### config.mk
export PLATFORM = sky130hd
export DESIGN_NAME = residu_filt
export DESIGN_NICKNAME = d
export VERILOG_FILES = /design/src/rtl/residu_filt.sv
export SDC_FILE = /design/constraint.sdc
export NUM_CORES = 1
export LEC_CHECK = 0
export BUFFER_PORTS_ARGS = -buffer_cell sky130_fd_sc_hd__buf_2
export CORE_AREA = 4 4 147 149
export CTS_CLUSTER_DIAMETER = 40
export DETAILED_ROUTE_END_ITERATION = 8
export DIE_AREA = 0 0 151 153
export GPL_TIMING_DRIVEN = 1
export PLACE_DENSITY = 0.83
export SYNTH_ARGS = -nofsm -noshare
export SYNTH_HDL_FRONTEND = slang
export SYNTH_SLANG_ARGS = --single-unit
export TNS_END_PERCENT = 100
### constraint.sdc
create_clock -name clk -period 3.1 [get_ports clk]
set_clock_uncertainty 0.1 [all_clocks]
set_input_delay 0.62 -clock clk [delete_from_list [all_inputs] [get_ports clk]]
set_output_delay 0.62 -clock clk [all_outputs]
set_load 0.02 [all_outputs]
### src/rtl/residu_filt.sv
// LP residual (inverse A(z) filter) over one subframe: y[n] = x[n] + sum a[j]*x[n-j], Q12 taps.
// Taps accumulate through the shared L_mac; the sum is scaled by L_shl and rounded by L_add.
module residu_filt #(
  parameter int unsigned L    = 40,
  parameter int unsigned M    = 10,
  parameter int unsigned HIST = 10
) (
  input  logic        clk,
  input  logic        reset,
  input  logic        start,
  input  logic [10:0] xAddr,
  input  logic [10:0] aAddr,
  input  logic [10:0] yAddr,
  input  logic [31:0] memIn,
  output logic        memWriteEn,
  output logic [10:0] memWriteAddr,
  output logic [31:0] memOut,
  output logic        done,
  output logic [15:0] L_macOutA,
  output logic [15:0] L_macOutB,
  output logic [31:0] L_macOutC,
  input  logic [31:0] L_macIn,
  output logic [31:0] L_shlOutVar1,
  output logic [15:0] L_shlNumShiftOut,
  output logic        L_shlReady,
  input  logic        L_shlDone,
  input  logic [31:0] L_shlIn,
  output logic [31:0] L_addOutA,
  output logic [31:0] L_addOutB,
  input  logic [31:0] L_addIn
);
  localparam logic [5:0] NLast   = 6'(L - 1);
  localparam logic [3:0] JLast   = 4'(M);
  localparam logic [5:0] HistOfs = 6'(HIST);

  typedef enum logic [3:0] {
    StIdle, StSetup, StRdA, StRdX, StMac, StShlGo, StShlWait, StRound, StWrite, StDone
  } state_e;

  state_e      state_q, state_d;
  logic        wait_q, wait_d;
  logic [5:0]  n_q, n_d;
  logic [3:0]  j_q, j_d;
  logic [15:0] a_q, a_d;
  logic [31:0] acc_q, acc_d;

  logic        we_d, shl_rdy_d, done_d;
  logic [10:0] addr_d;
  logic [31:0] mout_d, mac_c_d, shl_v_d, add_a_d, add_b_d;
  logic [15:0] mac_a_d, mac_b_d, shl_n_d;

  logic unused_bits;
  assign unused_bits = ^{memIn[31:16], L_addIn[15:0], xAddr[5:0], aAddr[5:0], yAddr[5:0]};

  always_ff @(posedge clk) begin
    if (!reset) state_q <= StIdle;
    else        state_q <= state_d;
  end

  always_comb begin
    state_d = state_q;
    case (state_q)
      StIdle, StDone: if (start) state_d = StSetup;
      StSetup:        state_d = StRdA;
      StRdA:          if (wait_q) state_d = StRdX;
      StRdX:          if (wait_q) state_d = StMac;
      StMac:          state_d = (j_q == JLast) ? StShlGo : StRdA;
      StShlGo:        state_d = StShlWait;
      StShlWait:      if (L_shlDone) state_d = StRound;
      StRound:        state_d = StWrite;
      StWrite:        state_d = (n_q == NLast) ? StDone : StSetup;
      default:        state_d = StIdle;
    endcase
  end

  // Datapath next-state plus output next-values keyed on the state being entered,
  // so every output register already holds its value during that state.
  always_comb begin
    wait_d    = 1'b0;
    n_d       = n_q;
    j_d       = j_q;
    a_d       = a_q;
    acc_d     = acc_q;
    case (state_q)
      StIdle, StDone: if (start) n_d = '0;
      StSetup: begin
        j_d   = '0;
        acc_d = '0;
      end
      StRdA: begin
        wait_d = ~wait_q;
        if (wait_q) a_d = memIn[15:0];
      end
      StRdX:   wait_d = ~wait_q;
      StMac: begin
        acc_d = L_macIn;
        j_d   = j_q + 4'd1;
      end
      StWrite: n_d = n_q + 6'd1;
      default: ;
    endcase

    we_d      = 1'b0;
    shl_rdy_d = 1'b0;
    done_d    = (state_d == StDone);
    addr_d    = memWriteAddr;
    mout_d    = memOut;
    mac_a_d   = L_macOutA;
    mac_b_d   = L_macOutB;
    mac_c_d   = L_macOutC;
    shl_v_d   = L_shlOutVar1;
    shl_n_d   = L_shlNumShiftOut;
    add_a_d   = L_addOutA;
    add_b_d   = L_addOutB;
    case (state_d)
      StRdA: addr_d = {aAddr[10:6], 2'b00, j_d};
      StRdX: addr_d = {xAddr[10:6], HistOfs + n_q - {2'b00, j_q}};
      StMac: begin
        mac_a_d = a_q;
        mac_b_d = memIn[15:0];
        mac_c_d = acc_q;
      end
      StShlGo: begin
        shl_v_d   = acc_d;
        shl_n_d   = 16'd3;
        shl_rdy_d = 1'b1;
      end
      StRound: begin
        add_a_d = L_shlIn;
        add_b_d = 32'h0000_8000;
      end
      StWrite: begin
        we_d   = 1'b1;
        addr_d = {yAddr[10:6], n_q};
        mout_d = {16'd0, L_addIn[31:16]};
      end
      default: ;
    endcase
  end

  always_ff @(posedge clk) begin
    if (!reset) begin
      wait_q           <= 1'b0;
      n_q              <= '0;
      j_q              <= '0;
      a_q              <= '0;
      acc_q            <= '0;
      memWriteEn       <= 1'b0;
      memWriteAddr     <= '0;
      memOut           <= '0;
      done             <= 1'b0;
      L_macOutA        <= '0;
      L_macOutB        <= '0;
      L_macOutC        <= '0;
      L_shlOutVar1     <= '0;
      L_shlNumShiftOut <= '0;
      L_shlReady       <= 1'b0;
      L_addOutA        <= '0;
      L_addOutB        <= '0;
    end else begin
      wait_q           <= wait_d;
      n_q              <= n_d;
      j_q              <= j_d;
      a_q              <= a_d;
      acc_q            <= acc_d;
      memWriteEn       <= we_d;
      memWriteAddr     <= addr_d;
      memOut           <= mout_d;
      done             <= done_d;
      L_macOutA        <= mac_a_d;
      L_macOutB        <= mac_b_d;
      L_macOutC        <= mac_c_d;
      L_shlOutVar1     <= shl_v_d;
      L_shlNumShiftOut <= shl_n_d;
      L_shlReady       <= shl_rdy_d;
      L_addOutA        <= add_a_d;
      L_addOutB        <= add_b_d;
    end
  end

endmodule
== After elaboration in Yosys (flattened, before gate mapping) ==
Index checks and enable logic that the tools add are counted.

* Bits in registers: 223

* $add $sub $neg: 4
* Eq/ne operators: 19
* Multiplexer cells: 14
* Bitwise operators: 1
* Reductions and logical operators: 8

{| class="wikitable"
|+ Operator list
! kind !! number
|-
| case mux 32 bit (2 select lines) || 1
|-
| case mux 4 bit (9 select lines) || 1
|-
| case mux 11 bit (3 select lines) || 1
|-
| equality test 4 x 3 -> 1 bit, second input constant || 7
|-
| equality test 4 bit, second input constant || 5
|-
| 2-to-1 mux 4 bit || 5
|-
| equality test 4 x 2 -> 1 bit, second input constant || 4
|-
| case mux 6 bit (2 select lines) || 1
|-
| case mux 4 bit (2 select lines) || 1
|-
| adder 4 x 6 -> 6 bit, first input constant || 1
|-
| adder 6 x 1 -> 6 bit, second input constant || 1
|-
| equality test 6 bit, second input constant || 1
|-
| 2-to-1 mux 6 bit || 1
|-
| AND reduction 2 bit || 3
|-
| subtractor 6 x 4 -> 6 bit || 1
|-
| adder 4 x 1 -> 4 bit, second input constant || 1
|-
| equality test 4 x 1 -> 1 bit, second input constant || 1
|-
| zero test 4 bit || 1
|-
| OR reduction 2 bit || 2
|-
| 2-to-1 mux 3 bit || 1
|-
| nonzero test 3 bit || 1
|-
| 2-to-1 mux 1 bit || 2
|-
| inequality test 2 bit, second input constant || 1
|-
| nonzero test 2 bit || 1
|-
| inverter 1 bit || 1
|}

== Logic depth before layout (Yosys ltp) ==
* Depth after elaboration: 5
* Gate-level depth with buffers: 11
* Gate-level depth less buffers: 11

== Worst setup path after synthesis ==
No wires, ideal clock.

* Path kind: flip-flop to flip-flop
* Start point: reg n_q[1]
* End point: reg memWriteAddr[5]
* Library setup time: 122 ps
* Arrival: 1,887 ps
* Required time: 2,878 ps
* Slack: 991 ps
* Stages on the path, launching flop included: 12
* Clock period less this slack: 2,109 ps
* Cell sequence: dfxtp_1 inv_1 ha_1 inv_1 ha_1 inv_1 fa_1 nand2b_1 a21oi_1 xor2_1 a22oi_1 a21oi_1

* Cells in the longest elaborated chain, start to end: 5

{| class="wikitable"
|+ Ends and longest elaborated chain
! item !! line !! source
|-
| from (decl) || 42 || <nowiki>logic [5:0] n_q, n_d;</nowiki>
|-
| from (signal assigned) || 162 || <nowiki>n_q <= n_d;</nowiki>
|-
| parallel branches: the longest is 5 deep, another holds adder 4 x 6 -> 6 bit || -- ||
|-
| to (signal assigned) || 167 || <nowiki>memWriteAddr <= addr_d;</nowiki>
|-
| to (decl) || 16 || <nowiki>output logic [10:0] memWriteAddr,</nowiki>
|}

Several ways; the timed one is not identified.
A chain may end at the register's enable or synchronous reset.

== Final worst setup path ==
* Start point: reg state_q[2]
* End point: reg L_shlOutVar1[19]

* Cells in the longest elaborated chain, start to end: 4

{| class="wikitable"
|+ Ends and longest elaborated chain
! item !! line !! source
|-
| from (decl) || 40 || <nowiki>state_e state_q, state_d;</nowiki>
|-
| from (signal assigned) || 56 || <nowiki>if (!reset) state_q <= StIdle;</nowiki>
|-
| from (signal assigned) || 57 || <nowiki>else state_q <= state_d;</nowiki>
|-
| equality test 4 bit / zero test 4 bit (equally long branches) || 62 || <nowiki>case (state_q)</nowiki>
|-
| OR reduction 2 bit || 62 ||
|-
| case mux 4 bit (9 select lines) || 62 ||
|-
| equality test 4 x 3 -> 1 bit || 115 || <nowiki>case (state_d)</nowiki>
|-
| to (signal assigned) || 173 || <nowiki>L_shlOutVar1 <= shl_v_d;</nowiki>
|-
| to (decl) || 23 || <nowiki>output logic [31:0] L_shlOutVar1,</nowiki>
|}

Parallel ways exist; a longest one is shown, timed or not.

==> impl_metrics.tcl <==
set metrics [dict create \
    ys_top_cells_by_count "nand2_1, dfxtp_1, a21boi_0, buf_4" \
    internal_power_mw 5.328 \
    switching_power_mw 1.606 \
    overflow 0 \
    critPathLaunchType "flip-flop" \
    core-area_um2 20170 \
    ys_types 52 \
    hpwl_um 16520 \
    worstSkewPairLatency_ns 0.49 \
    seq_power_share 0.421 \
    hold_viol_final 0 \
    cts.sinks 223 \
    yosys.area.top_type "dfxtp_1" \
    via_per_inst 4.914 \
    via_count 7971 \
    pwr-share-clk 0.526 \
    start_util 0.4617 \
    grt_max_degree 92 \
    hold_class "in -> reg" \
    track_usage 0.1950 \
    slew_viol_final 0 \
    numCtsBuffers 34 \
    rows 52 \
    tns_ns 0 \
    rsz0062_at_grt "no" \
    wl_um 23830 \
    async_flop_share 0 \
    gp_congestion 0.8298 \
    relSlewSlack 0.4402 \
    syn_inst 1078 \
    syn_area_um2 9311 \
    drive_above_1_share 0.2650 \
    ioPinCount 387 \
    cts_resized 0 \
    cp.required_ns 3.39 \
    die_width_um 151 \
    total_power_mw 6.935 \
    drt_pre_antenna_iters 4 \
    routedWlPerCell_um 14.69 \
    cts_max_path_buffers 3 \
    worst_pin_slew_ns 0.8385 \
    irDropWorstVdd_v 0.0004067 \
    path_clk_slew_ns 0.06 \
    drc 0 \
    synthFlopType "dfxtp_1" \
    drv_cap 0 \
    portBuffers 275 \
    synth_warnings 0 \
    yosysMostFrequentCell "nand2_1" \
    fmax_mhz 401.7 \
    drt_iter0_drc 345 \
    antenna_found_initial 2 \
    crit_arrival_ns 2.78 \
    synthToLayoutAreaGrowth_pct 26.05 \
    worstPathCellList "nor2b_1 > nand2_1 > nor2_2 > buf_4 > nand2_1 > a21boi_0" \
    syn_area_per_cell_um2 8.638 \
    finalSetupViolCount 0 \
    ys_seq_elements 223 \
    synth_area_leaders "dfxtp_1, nand2_1, a21boi_0, buf_4, a22oi_1" \
    synth_edf_count 0 \
    cp_common_cell "nand2_1" \
    synth_top_area_share 0.4794 \
    p_leak_nw 4.926 \
    rrSetupSlack_ns 0.61 \
    grt_pass1_wl_um 37710 \
    fin_crit_sh 0.8031 \
    setup.worst_path.class "reg -> reg" \
    cpMaxStageDelayCell "dfxtp_1" \
    ant_nets 0 \
    post_cts_buffers 0 \
    holdBufCountCts 0 \
    swShare 0.2317 \
    p_per_area_nw_per_um2 590.8 \
    status "finished clean" \
    min_period_ns 2.489 \
    final_nets 1505 \
    cts_tree "yes" \
    path_max_fanout 33 \
    die_area_um2 23100 \
    ys_seq_area_frac 0.4794 \
    crit_path_end_kind "flip-flop" \
    grt_pass1_vias 7633 \
    combPwrFrac 0.053 \
    clock-root-buffer "clkbuf_16" \
    htree_levels 2 \
    die_y_um 153 \
    slowest_delay_ns 0.83 \
]
-- layer usage --
layer	vias to the layer above	routed length, µm	GRT usage
met2	256	12260	0.3575
li1	3963	-	-
met3	27	1758	0.04708
met1	3723	9441	0.2257
met5	-	13	0
met4	2	356	0.04836
-- kinds of logic after synthesis --
| kind of cell | count (synthesis) | synth area share |
|---|---|---|
| AOI/OAI and AO/OA | 253 | 0.1999 |
| xor gates and xnor gates | 8 | 0.007524 |
| adders and majority gates | 13 | 0.01827 |
| buffers and inverters | 151 | 0.09070 |
| DFF | 223 | 0.4794 |
| muxes | 2 | 0.002150 |
| other | 1 | 0.0004027 |
| and+or+nand+nor | 427 | 0.2016 |
-- worst max-delay path: cells and delay by family (launching register included) --
family | cells | cell delay, ns
simple gates | 4 | 0.86
flops | 1 | 0.83
buf+inv | 1 | 0.36
compound gates | 1 | 0.22
-- power groups by stage --
stage / Sequential [mW] / Clock (mW) / Combinational [mW]
after detailed placement: 2.98 / 0 / 0.369
after floorplan: 2.98 / 0 / 0.279
after global placement: 2.98 / 0 / 0.366
final: 2.92 / 3.65 / 0.370
after CTS: 2.92 / 3.74 / 0.369
after global routing: 2.92 / 3.89 / 0.402
-- flip-flops by register name, summed over array words and instances, names as in the netlist --
name,flops
L_macOutC,32
n_q,6
L_macOutB,16
L_addOutA,32
done,1
L_macOutA,16
memWriteAddr,11
wait_q,1
memOut,16
j_q,4
acc_q,32
L_shlReady,1
a_q,16
L_addOutB,1
L_shlNumShiftOut,1
state_q,4
memWriteEn,1
L_shlOutVar1,32
-- path summary, 6_finish.rpt --
path,cells past startpoint,startpoint,to
hold / removal,3,L_addIn[20],memOut[4]$_SDFFE_PN0N_
setup reg to reg,6,state_q[2]$_SDFF_PN0_,L_shlOutVar1[19]$_SDFFE_PN0P_
setup / recovery,6,state_q[2]$_SDFF_PN0_,L_shlOutVar1[19]$_SDFFE_PN0P_
hold reg to reg,2,a_q[8]$_SDFFE_PN0P_,a_q[8]$_SDFFE_PN0P_
-- area by class of cell --
| type | count | area [µm²] |
|---|---|---|
| fillers | 1787 | 8432 |
| flip-flops and latches | 223 | 4464 |
| well taps | 270 | 337.8 |
| inverters | 14 | 52.55 |
| multi-input cells | 764 | 4230 |
| clock inverters | 17 | 166.4 |
| diodes | 1 | 2.502 |
| repair buffers | 290 | 1529 |
| clock buffers | 43 | 954.7 |
-- cell usage in the layout, fill, tap and decap left out, types with 3 or more instances in the layout --
cell type,Yosys,layout
a21boi_0,146,146
a21boi_1,18,18
a21oi_1,12,12
a222oi_1,6,6
a22oi_1,36,36
a31oi_1,4,4
and2_1,5,5
and3_1,7,7
buf_12,0,3
buf_2,25,274
buf_4,65,13
clkbuf_16,0,34
clkbuf_8,0,7
clkinv_2,0,3
clkinv_4,0,3
conb_1,1,61
dfxtp_1,223,223
ha_1,12,12
inv_1,13,13
inv_6,0,6
nand2_1,330,330
nand2b_1,5,5
nand3_1,8,8
nand3b_1,4,4
nand4_1,4,4
nor2_1,9,9
nor2b_1,40,39
nor3_1,3,3
o21a_1,3,3
o21ai_0,16,16
xnor2_1,4,4
xor2_1,4,4
-- through the flow --
step	instance area (µm²)	worst slack, ns	hold WS (ns)	util	cells
floorplan	9537	0.9913	0.3304	-	1138
global placement	10610	0.7443	0.3344	0.5262	1561
detailed placement	10610	0.6589	0.3440	0.5262	1561
CTS	11740	0.5918	0.2581	0.5818	1621
global route	11740	0.4040	0.2698	0.5819	1622
finish	11740	0.6105	0.2801	0.5819	1622
(Power assumes the default switching activity.)
